## src/rtl/l15_noc_arbiter_if.sv

```systemverilog
// NoC1/NoC3 arbitration bundle between the two L1.5 caches, the memory response
// source and the L2 inputs. The slave modport is the arbiter; master is the environment.
interface l15_noc_arbiter_if #(
  parameter int MSG_WIDTH  = 8,
  parameter int DATA_WIDTH = 64,
  parameter int TAG_WIDTH  = 8,
  parameter int OWNER_BITS = 2
);
  // Handshake: an input is valid when its type != EMPTY; it must hold its fields
  // stable until it sees its ready high, and that cycle is the transfer. The L2
  // consumes msg*_ on any cycle where msg*_ready is high and msg*_type != EMPTY.
  logic [MSG_WIDTH-1:0]  c0_msg1_type, c1_msg1_type, c0_msg3_type, c1_msg3_type, mem_msg3_type;
  logic [DATA_WIDTH-1:0] c0_msg1_data, c1_msg1_data, c0_msg3_data, c1_msg3_data, mem_msg3_data;
  logic [TAG_WIDTH-1:0]  c0_msg1_tag, c1_msg1_tag, c0_msg3_tag, c1_msg3_tag, mem_msg3_tag;
  logic                  c0_msg1_ready, c1_msg1_ready, c0_msg3_ready, c1_msg3_ready, mem_msg3_ready;

  logic [MSG_WIDTH-1:0]  msg1_type, msg3_type;
  logic [DATA_WIDTH-1:0] msg1_data, msg3_data;
  logic [TAG_WIDTH-1:0]  msg1_tag, msg3_tag;
  logic [OWNER_BITS-1:0] msg1_source, msg3_source;
  logic                  msg3_from_mem;
  logic                  msg1_ready, msg3_ready;

  modport slave (
    input  c0_msg1_type, c0_msg1_data, c0_msg1_tag, c1_msg1_type, c1_msg1_data, c1_msg1_tag,
    input  c0_msg3_type, c0_msg3_data, c0_msg3_tag, c1_msg3_type, c1_msg3_data, c1_msg3_tag,
    input  mem_msg3_type, mem_msg3_data, mem_msg3_tag,
    input  msg1_ready, msg3_ready,
    output c0_msg1_ready, c1_msg1_ready, c0_msg3_ready, c1_msg3_ready, mem_msg3_ready,
    output msg1_type, msg1_data, msg1_tag, msg1_source,
    output msg3_type, msg3_data, msg3_tag, msg3_source, msg3_from_mem
  );

  modport master (
    output c0_msg1_type, c0_msg1_data, c0_msg1_tag, c1_msg1_type, c1_msg1_data, c1_msg1_tag,
    output c0_msg3_type, c0_msg3_data, c0_msg3_tag, c1_msg3_type, c1_msg3_data, c1_msg3_tag,
    output mem_msg3_type, mem_msg3_data, mem_msg3_tag,
    output msg1_ready, msg3_ready,
    input  c0_msg1_ready, c1_msg1_ready, c0_msg3_ready, c1_msg3_ready, mem_msg3_ready,
    input  msg1_type, msg1_data, msg1_tag, msg1_source,
    input  msg3_type, msg3_data, msg3_tag, msg3_source, msg3_from_mem
  );
endinterface

```

## src/rtl/l15_noc_arbiter.sv

```systemverilog
// Registered NoC1/NoC3 arbiter: round-robin between the two cores, and on NoC3
// memory responses win unless they have already taken MEM_MAX grants past a waiting core.
module l15_noc_arbiter #(
  parameter int MEM_MAX    = 3,
  parameter int CNT_W      = 2,
  parameter int MSG_WIDTH  = 8,
  parameter int DATA_WIDTH = 64,
  parameter int TAG_WIDTH  = 8,
  parameter int OWNER_BITS = 2
) (
  input  logic clk,
  input  logic rst,
  l15_noc_arbiter_if.slave bus
);

  localparam logic [MSG_WIDTH-1:0]  MSG_TYPE_EMPTY = '0;
  localparam logic [OWNER_BITS-1:0] SRC_C0 = OWNER_BITS'(0);
  localparam logic [OWNER_BITS-1:0] SRC_C1 = OWNER_BITS'(1);
  localparam logic [CNT_W-1:0]      STREAK_MAX = CNT_W'(MEM_MAX);

  logic c0_v1, c1_v1, c0_v3, c1_v3, mem_v3, core_v3;
  logic free1, free3;
  logic ptr1, ptr3;
  logic [CNT_W-1:0] streak;
  logic g1_c0, g1_c1, g3_c0, g3_c1, g3_mem;

  assign c0_v1   = bus.c0_msg1_type  != MSG_TYPE_EMPTY;
  assign c1_v1   = bus.c1_msg1_type  != MSG_TYPE_EMPTY;
  assign c0_v3   = bus.c0_msg3_type  != MSG_TYPE_EMPTY;
  assign c1_v3   = bus.c1_msg3_type  != MSG_TYPE_EMPTY;
  assign mem_v3  = bus.mem_msg3_type != MSG_TYPE_EMPTY;
  assign core_v3 = c0_v3 | c1_v3;

  // An output register can take a new message if it is empty or being drained now.
  assign free1 = (bus.msg1_type == MSG_TYPE_EMPTY) | bus.msg1_ready;
  assign free3 = (bus.msg3_type == MSG_TYPE_EMPTY) | bus.msg3_ready;

  always_comb begin
    g1_c0  = 1'b0;
    g1_c1  = 1'b0;
    g3_c0  = 1'b0;
    g3_c1  = 1'b0;
    g3_mem = 1'b0;
    if (!rst && free1) begin
      if (c0_v1 && c1_v1) begin
        g1_c0 = ~ptr1;
        g1_c1 = ptr1;
      end else begin
        g1_c0 = c0_v1;
        g1_c1 = c1_v1;
      end
    end
    if (!rst && free3) begin
      if (mem_v3 && !(core_v3 && streak == STREAK_MAX)) begin
        g3_mem = 1'b1;
      end else if (c0_v3 && c1_v3) begin
        g3_c0 = ~ptr3;
        g3_c1 = ptr3;
      end else begin
        g3_c0 = c0_v3;
        g3_c1 = c1_v3;
      end
    end
  end

  assign bus.c0_msg1_ready  = g1_c0;
  assign bus.c1_msg1_ready  = g1_c1;
  assign bus.c0_msg3_ready  = g3_c0;
  assign bus.c1_msg3_ready  = g3_c1;
  assign bus.mem_msg3_ready = g3_mem;

  always_ff @(posedge clk) begin
    if (rst) begin
      bus.msg1_type   <= MSG_TYPE_EMPTY;
      bus.msg1_data   <= '0;
      bus.msg1_tag    <= '0;
      bus.msg1_source <= '0;
      ptr1            <= 1'b0;
    end else if (g1_c0) begin
      bus.msg1_type   <= bus.c0_msg1_type;
      bus.msg1_data   <= bus.c0_msg1_data;
      bus.msg1_tag    <= bus.c0_msg1_tag;
      bus.msg1_source <= SRC_C0;
      ptr1            <= 1'b1;
    end else if (g1_c1) begin
      bus.msg1_type   <= bus.c1_msg1_type;
      bus.msg1_data   <= bus.c1_msg1_data;
      bus.msg1_tag    <= bus.c1_msg1_tag;
      bus.msg1_source <= SRC_C1;
      ptr1            <= 1'b0;
    end else if (bus.msg1_ready) begin
      bus.msg1_type   <= MSG_TYPE_EMPTY;
    end
  end

  always_ff @(posedge clk) begin
    if (rst) begin
      bus.msg3_type     <= MSG_TYPE_EMPTY;
      bus.msg3_data     <= '0;
      bus.msg3_tag      <= '0;
      bus.msg3_source   <= '0;
      bus.msg3_from_mem <= 1'b0;
      ptr3              <= 1'b0;
    end else if (g3_mem) begin
      bus.msg3_type     <= bus.mem_msg3_type;
      bus.msg3_data     <= bus.mem_msg3_data;
      bus.msg3_tag      <= bus.mem_msg3_tag;
      bus.msg3_source   <= SRC_C0;
      bus.msg3_from_mem <= 1'b1;
    end else if (g3_c0) begin
      bus.msg3_type     <= bus.c0_msg3_type;
      bus.msg3_data     <= bus.c0_msg3_data;
      bus.msg3_tag      <= bus.c0_msg3_tag;
      bus.msg3_source   <= SRC_C0;
      bus.msg3_from_mem <= 1'b0;
      ptr3              <= 1'b1;
    end else if (g3_c1) begin
      bus.msg3_type     <= bus.c1_msg3_type;
      bus.msg3_data     <= bus.c1_msg3_data;
      bus.msg3_tag      <= bus.c1_msg3_tag;
      bus.msg3_source   <= SRC_C1;
      bus.msg3_from_mem <= 1'b0;
      ptr3              <= 1'b0;
    end else if (bus.msg3_ready) begin
      bus.msg3_type     <= MSG_TYPE_EMPTY;
    end
  end

  // The streak only measures how long a waiting core has been passed over.
  always_ff @(posedge clk) begin
    if (rst || g3_c0 || g3_c1 || !core_v3) begin
      streak <= '0;
    end else if (g3_mem && streak != STREAK_MAX) begin
      streak <= streak + CNT_W'(1);
    end
  end

endmodule

```

## src/flat_wrapper.sv

```systemverilog
// flat-port wrapper written by rule: the top's interface ports become plain ports
module l15_noc_arbiter_flat 
#(
  parameter int MEM_MAX    = 3,
  parameter int CNT_W      = 2,
  parameter int MSG_WIDTH  = 8,
  parameter int DATA_WIDTH = 64,
  parameter int TAG_WIDTH  = 8,
  parameter int OWNER_BITS = 2
)
  (clk, rst, bus_c0_msg1_type, bus_c0_msg1_data, bus_c0_msg1_tag, bus_c1_msg1_type, bus_c1_msg1_data, bus_c1_msg1_tag, bus_c0_msg3_type, bus_c0_msg3_data, bus_c0_msg3_tag, bus_c1_msg3_type, bus_c1_msg3_data, bus_c1_msg3_tag, bus_mem_msg3_type, bus_mem_msg3_data, bus_mem_msg3_tag, bus_msg1_ready, bus_msg3_ready, bus_c0_msg1_ready, bus_c1_msg1_ready, bus_c0_msg3_ready, bus_c1_msg3_ready, bus_mem_msg3_ready, bus_msg1_type, bus_msg1_data, bus_msg1_tag, bus_msg1_source, bus_msg3_type, bus_msg3_data, bus_msg3_tag, bus_msg3_source, bus_msg3_from_mem);
  l15_noc_arbiter_if #(.MSG_WIDTH(MSG_WIDTH), .DATA_WIDTH(DATA_WIDTH), .TAG_WIDTH(TAG_WIDTH), .OWNER_BITS(OWNER_BITS)) bus_i ();
  input  logic clk;
  input  logic rst;
  input wire logic [$bits(bus_i.c0_msg1_type)-1:0] bus_c0_msg1_type;
  input wire logic [$bits(bus_i.c0_msg1_data)-1:0] bus_c0_msg1_data;
  input wire logic [$bits(bus_i.c0_msg1_tag)-1:0] bus_c0_msg1_tag;
  input wire logic [$bits(bus_i.c1_msg1_type)-1:0] bus_c1_msg1_type;
  input wire logic [$bits(bus_i.c1_msg1_data)-1:0] bus_c1_msg1_data;
  input wire logic [$bits(bus_i.c1_msg1_tag)-1:0] bus_c1_msg1_tag;
  input wire logic [$bits(bus_i.c0_msg3_type)-1:0] bus_c0_msg3_type;
  input wire logic [$bits(bus_i.c0_msg3_data)-1:0] bus_c0_msg3_data;
  input wire logic [$bits(bus_i.c0_msg3_tag)-1:0] bus_c0_msg3_tag;
  input wire logic [$bits(bus_i.c1_msg3_type)-1:0] bus_c1_msg3_type;
  input wire logic [$bits(bus_i.c1_msg3_data)-1:0] bus_c1_msg3_data;
  input wire logic [$bits(bus_i.c1_msg3_tag)-1:0] bus_c1_msg3_tag;
  input wire logic [$bits(bus_i.mem_msg3_type)-1:0] bus_mem_msg3_type;
  input wire logic [$bits(bus_i.mem_msg3_data)-1:0] bus_mem_msg3_data;
  input wire logic [$bits(bus_i.mem_msg3_tag)-1:0] bus_mem_msg3_tag;
  input wire logic [$bits(bus_i.msg1_ready)-1:0] bus_msg1_ready;
  input wire logic [$bits(bus_i.msg3_ready)-1:0] bus_msg3_ready;
  output wire logic [$bits(bus_i.c0_msg1_ready)-1:0] bus_c0_msg1_ready;
  output wire logic [$bits(bus_i.c1_msg1_ready)-1:0] bus_c1_msg1_ready;
  output wire logic [$bits(bus_i.c0_msg3_ready)-1:0] bus_c0_msg3_ready;
  output wire logic [$bits(bus_i.c1_msg3_ready)-1:0] bus_c1_msg3_ready;
  output wire logic [$bits(bus_i.mem_msg3_ready)-1:0] bus_mem_msg3_ready;
  output wire logic [$bits(bus_i.msg1_type)-1:0] bus_msg1_type;
  output wire logic [$bits(bus_i.msg1_data)-1:0] bus_msg1_data;
  output wire logic [$bits(bus_i.msg1_tag)-1:0] bus_msg1_tag;
  output wire logic [$bits(bus_i.msg1_source)-1:0] bus_msg1_source;
  output wire logic [$bits(bus_i.msg3_type)-1:0] bus_msg3_type;
  output wire logic [$bits(bus_i.msg3_data)-1:0] bus_msg3_data;
  output wire logic [$bits(bus_i.msg3_tag)-1:0] bus_msg3_tag;
  output wire logic [$bits(bus_i.msg3_source)-1:0] bus_msg3_source;
  output wire logic [$bits(bus_i.msg3_from_mem)-1:0] bus_msg3_from_mem;
  assign bus_i.c0_msg1_type = bus_c0_msg1_type;
  assign bus_i.c0_msg1_data = bus_c0_msg1_data;
  assign bus_i.c0_msg1_tag = bus_c0_msg1_tag;
  assign bus_i.c1_msg1_type = bus_c1_msg1_type;
  assign bus_i.c1_msg1_data = bus_c1_msg1_data;
  assign bus_i.c1_msg1_tag = bus_c1_msg1_tag;
  assign bus_i.c0_msg3_type = bus_c0_msg3_type;
  assign bus_i.c0_msg3_data = bus_c0_msg3_data;
  assign bus_i.c0_msg3_tag = bus_c0_msg3_tag;
  assign bus_i.c1_msg3_type = bus_c1_msg3_type;
  assign bus_i.c1_msg3_data = bus_c1_msg3_data;
  assign bus_i.c1_msg3_tag = bus_c1_msg3_tag;
  assign bus_i.mem_msg3_type = bus_mem_msg3_type;
  assign bus_i.mem_msg3_data = bus_mem_msg3_data;
  assign bus_i.mem_msg3_tag = bus_mem_msg3_tag;
  assign bus_i.msg1_ready = bus_msg1_ready;
  assign bus_i.msg3_ready = bus_msg3_ready;
  assign bus_c0_msg1_ready = bus_i.c0_msg1_ready;
  assign bus_c1_msg1_ready = bus_i.c1_msg1_ready;
  assign bus_c0_msg3_ready = bus_i.c0_msg3_ready;
  assign bus_c1_msg3_ready = bus_i.c1_msg3_ready;
  assign bus_mem_msg3_ready = bus_i.mem_msg3_ready;
  assign bus_msg1_type = bus_i.msg1_type;
  assign bus_msg1_data = bus_i.msg1_data;
  assign bus_msg1_tag = bus_i.msg1_tag;
  assign bus_msg1_source = bus_i.msg1_source;
  assign bus_msg3_type = bus_i.msg3_type;
  assign bus_msg3_data = bus_i.msg3_data;
  assign bus_msg3_tag = bus_i.msg3_tag;
  assign bus_msg3_source = bus_i.msg3_source;
  assign bus_msg3_from_mem = bus_i.msg3_from_mem;
  l15_noc_arbiter #(.MEM_MAX(MEM_MAX), .CNT_W(CNT_W), .MSG_WIDTH(MSG_WIDTH), .DATA_WIDTH(DATA_WIDTH), .TAG_WIDTH(TAG_WIDTH), .OWNER_BITS(OWNER_BITS)) u_core (.clk(clk), .rst(rst), .bus(bus_i));
endmodule
```

## config.mk

```make
export PLATFORM = sky130hd
export DESIGN_NAME = l15_noc_arbiter_flat
export DESIGN_NICKNAME = d
export VERILOG_FILES = /design/src/rtl/l15_noc_arbiter_if.sv /design/src/rtl/l15_noc_arbiter.sv /design/src/flat_wrapper.sv
export SDC_FILE = /design/constraint.sdc
export NUM_CORES = 1
export LEC_CHECK = 0
export BUFFER_PORTS_ARGS = -buffer_cell sky130_fd_sc_hd__clkbuf_2
export CORE_AREA = 2 2 226 228
export CTS_CLUSTER_SIZE = 14
export DETAILED_ROUTE_END_ITERATION = 7
export DIE_AREA = 0 0 228 230
export PLACE_DENSITY = 0.49
export SLEW_MARGIN = 5
export SYNTH_ARGS = -nofsm -noshare
export SYNTH_HDL_FRONTEND = slang
export SYNTH_SLANG_ARGS = --single-unit
export TNS_END_PERCENT = 10
```

## constraint.sdc

```tcl
create_clock -name clk -period 2.4 [get_ports clk]
set_input_delay 0.24 -clock clk [delete_from_list [all_inputs] [get_ports clk]]
set_output_delay 0.24 -clock clk [all_outputs]
set_load 0.02 [all_outputs]
```

==> impl_metrics.env <==
export IMPL_fin_total_pwr_mw=8.515
export IMPL_clock_skew_ps=16.85
export IMPL_timing_final_crit_share_pct=96.16
export IMPL_required_ps=2160
export IMPL_nets=2083
export IMPL_grt_pass1_vias=11201
export IMPL_rows=82
export IMPL_track_usage_pct=16.02
export IMPL_synthArstFlopShare_pct=0
export IMPL_critPathBufInv=4
export IMPL_synth_distinct_cells=46
export IMPL_grt_max_degree=163
export IMPL_nFillCells=5440
export IMPL_gp_congestion=0.9319
export IMPL_avgViaCountPerCell=4.637
export IMPL_overflow=0
export IMPL_cts_buffers=17
export IMPL_maxSlewHeadroom_pct=33.58
export IMPL_rsz0062_at_grt="yes"
export IMPL_path_cells="nor4_4 -> a21oi_2 -> buf_6 -> nor4b_4 -> buf_12 -> buf_16 -> buf_8"
export IMPL_antenna_left=0
export IMPL_die_height_um=230
export IMPL_yosys_area_top_type="dfxtp_1"
export IMPL_path_clk_slew_ps=90
export IMPL_ys_seq_area_share_pct=38.39
export IMPL_holdPathStages=3
export IMPL_netlist_area_um2=8710
export IMPL_cts_tree="done"
export IMPL_worstSetupPathDepth=7
export IMPL_worst_slack_ps=92.16
export IMPL_worst_slew_pin_slew_ps=993.8
export IMPL_maxSlewViolCount=0
export IMPL_netlist_area_leader_share_pct=38.39
export IMPL_post_dp_hpwl_um=31720
export IMPL_io_buffers=571
export IMPL_p_per_area_nw_per_um2=600.1
export IMPL_dp_slack_ps=-25.51
export IMPL_yosys_top_cells_count="o21ai_0, dfxtp_1, a21oi_1, clkbuf_1, nand3_1"
export IMPL_critPathMaxFanout=7
export IMPL_vdd_drop_max_mv=0.4547
export IMPL_synth_seq_cells=167
export IMPL_yosysWarnings=0
export IMPL_dieArea_um2=52440
export IMPL_synthCells=1070
export IMPL_fin_setup_tns_ps=0
export IMPL_synth_area_per_cell_um2=8.140
export IMPL_vias=10961
export IMPL_synth_edf_count=0
export IMPL_worstHoldPathType="primary input to register"
export IMPL_seqCellArea_um2=3351
export IMPL_clk_latency_ps=490
export IMPL_leakage_nw=6.379
export IMPL_clockRootBuffer="clkbuf_16"
export IMPL_rr_worst_depth=9
export IMPL_post_route_min_period_ps=2308
export IMPL_drtIter0Drc=639
export IMPL_ys_flop_type="dfxtp_1"
export IMPL_maxCapViolations=0
export IMPL_crit_type="register to primary output"
export IMPL_crit_family="simple AND/OR/NAND/NOR gates"
export IMPL_drc=0
export IMPL_htreeDepth=4
export IMPL_synth_most_common_cell="o21ai_0"
export IMPL_core_area_um2=49860
export IMPL_routedWlPerCell_um=18.30
export IMPL_critPathLaunchType="register"
export IMPL_antenna_found_initial=3
export IMPL_cts_sinks=167
export IMPL_multi_input_area_um2=5001
export IMPL_firstDrtPassIters=5
export IMPL_drt_total_wl_um=43270
export IMPL_end_kind="primary output"
export IMPL_status="complete, no violations"
export IMPL_cp_slowest_cell="dfxtp_4"
export IMPL_synth_area_leaders="dfxtp_1, o21ai_0, a21oi_1"
export IMPL_die_x_um=228
export IMPL_finalSetupViolCount=0
export IMPL_grt_pass1_wl_um=64820
export IMPL_max_freq_mhz=433.3
export IMPL_num_io_pins=574
export IMPL_syn2layout_area_growth_pct=62.91
export IMPL_final_layout_size_suffix_gt1_share_pct=44.23
export IMPL_finalHoldViolations=0
export IMPL_slowest_delay_ps=360
export IMPL_worstPathArrival_ps=2070
export IMPL_clockBufferDepth=2
export IMPL_start_util_pct=17.47
==> layer usage <==
layer,GRT usage [%],share of wire [%]
met3,5.618,7.6
met5,0,0.062
met4,7.496,3.6
met1,17.38,39
met2,27.95,50
==> tightest hold or removal path, delay by kind of cell <==
| kind | cells | cell delay [ps] |
|---|---|---|
| AO/OA/AOI/OAI | 1 | 130 |
| buffers and inverters | 1 | 80 |
| multiplexers | 1 | 60 |
==> stage by stage <==
step	area [µm²]	std cells	hold WS, ps	utilization, %
6_report	14190	2364	51.72	28.46
5_1_grt	14190	2363	24.06	28.45
4_1_cts	14060	2355	0.6086	28.20
3_5_place_dp	12640	2251	462.2	25.36
3_3_place_gp	12640	2251	456.8	25.36
2_1_floorplan	8713	1071	419.3	-
==> cells by family after synthesis <==
kind of cell	share of synthesized area [%]
buf+inv	6.263
other cells	0.04306
simple gates	11.79
flops	38.39
compound gates	35.10
fa+ha+maj	0.1436
mux	8.275
==> where the power goes <==
part,switching (mW),internal [mW],total [mW],leakage (nW)
clock,1.53,1.43,2.96,0.295
sequential,0.175,3.06,3.23,1.38
combinational,1.29,1.04,2.33,4.70
total,2.99,5.52,8.51,6.38
==> layout make-up <==
class	count	share of cell area, %
Multi-Input combinational cell	779	35.25
Antenna cell	1	0.01764
Timing Repair Buffer	710	30.72
Tap cell	672	5.926
Inverter	3	0.09700
Clock inverter	15	1.376
Clock buffer	17	2.998
Sequential cell	167	23.62
==> final timing paths <==
| path | endpoint | slack, ps | from |
|---|---|---|---|
| worst max-delay path | bus_c0_msg1_ready | 90 | u_core.bus.msg1_type[3]$_SDFFE_PP0P_ |
| worst min-delay path | u_core.bus.msg1_data[40]$_SDFFE_PP0P_ | 50 | bus_c1_msg1_data[40] |
| worst max register to register | u_core.bus.msg1_data[13]$_SDFFE_PP0P_ | 120 | u_core.bus.msg1_type[3]$_SDFFE_PP0P_ |
| worst min register to register | u_core.streak[1]$_SDFFE_PP0P_ | 480 | u_core.streak[1]$_SDFFE_PP0P_ |
==> cell usage in the layout, fill, tap and decap left out, types with 7 or more instances in the layout <==
master         instances
a21oi_1              156
a22oi_1                8
a41oi_1                7
buf_12                19
buf_4                 47
clkbuf_16             17
clkbuf_2             568
dfxtp_1              163
dlygate4sd3_1         71
mux2i_1               72
nand2_1               11
nand3_1               82
nand4_1                8
nor2_1                75
o21ai_0              219
o221a_1               26
o221a_2               46
o31ai_1               15
==> state kept, by name (all words and copies together) (netlist names) <==
| register | cells |
|---|---|
| u_core.bus.msg3_type | 8 |
| u_core.bus.msg3_from_mem | 1 |
| u_core.ptr3 | 1 |
| u_core.bus.msg1_tag | 8 |
| u_core.bus.msg1_data | 64 |
| u_core.bus.msg1_source | 1 |
| u_core.ptr1 | 1 |
| u_core.bus.msg3_tag | 8 |
| u_core.bus.msg3_source | 1 |
| u_core.streak | 2 |
| u_core.bus.msg3_data | 64 |
| u_core.bus.msg1_type | 8 |
==> repair_timing <==
| item | 4_1_cts | 5_1_grt |
|---|---|---|
| setup buffers | 1 | 8 |
| endpoints found under the hold margin | 41 | 0 |
| pin swaps | 5 | 6 |
| hold buffers | 71 | 0 |
| gates resized for setup | 14 | 16 |
| setup endpoints to repair | 5 | 5 |
Note: power is estimated with default switching activity, not from simulation.
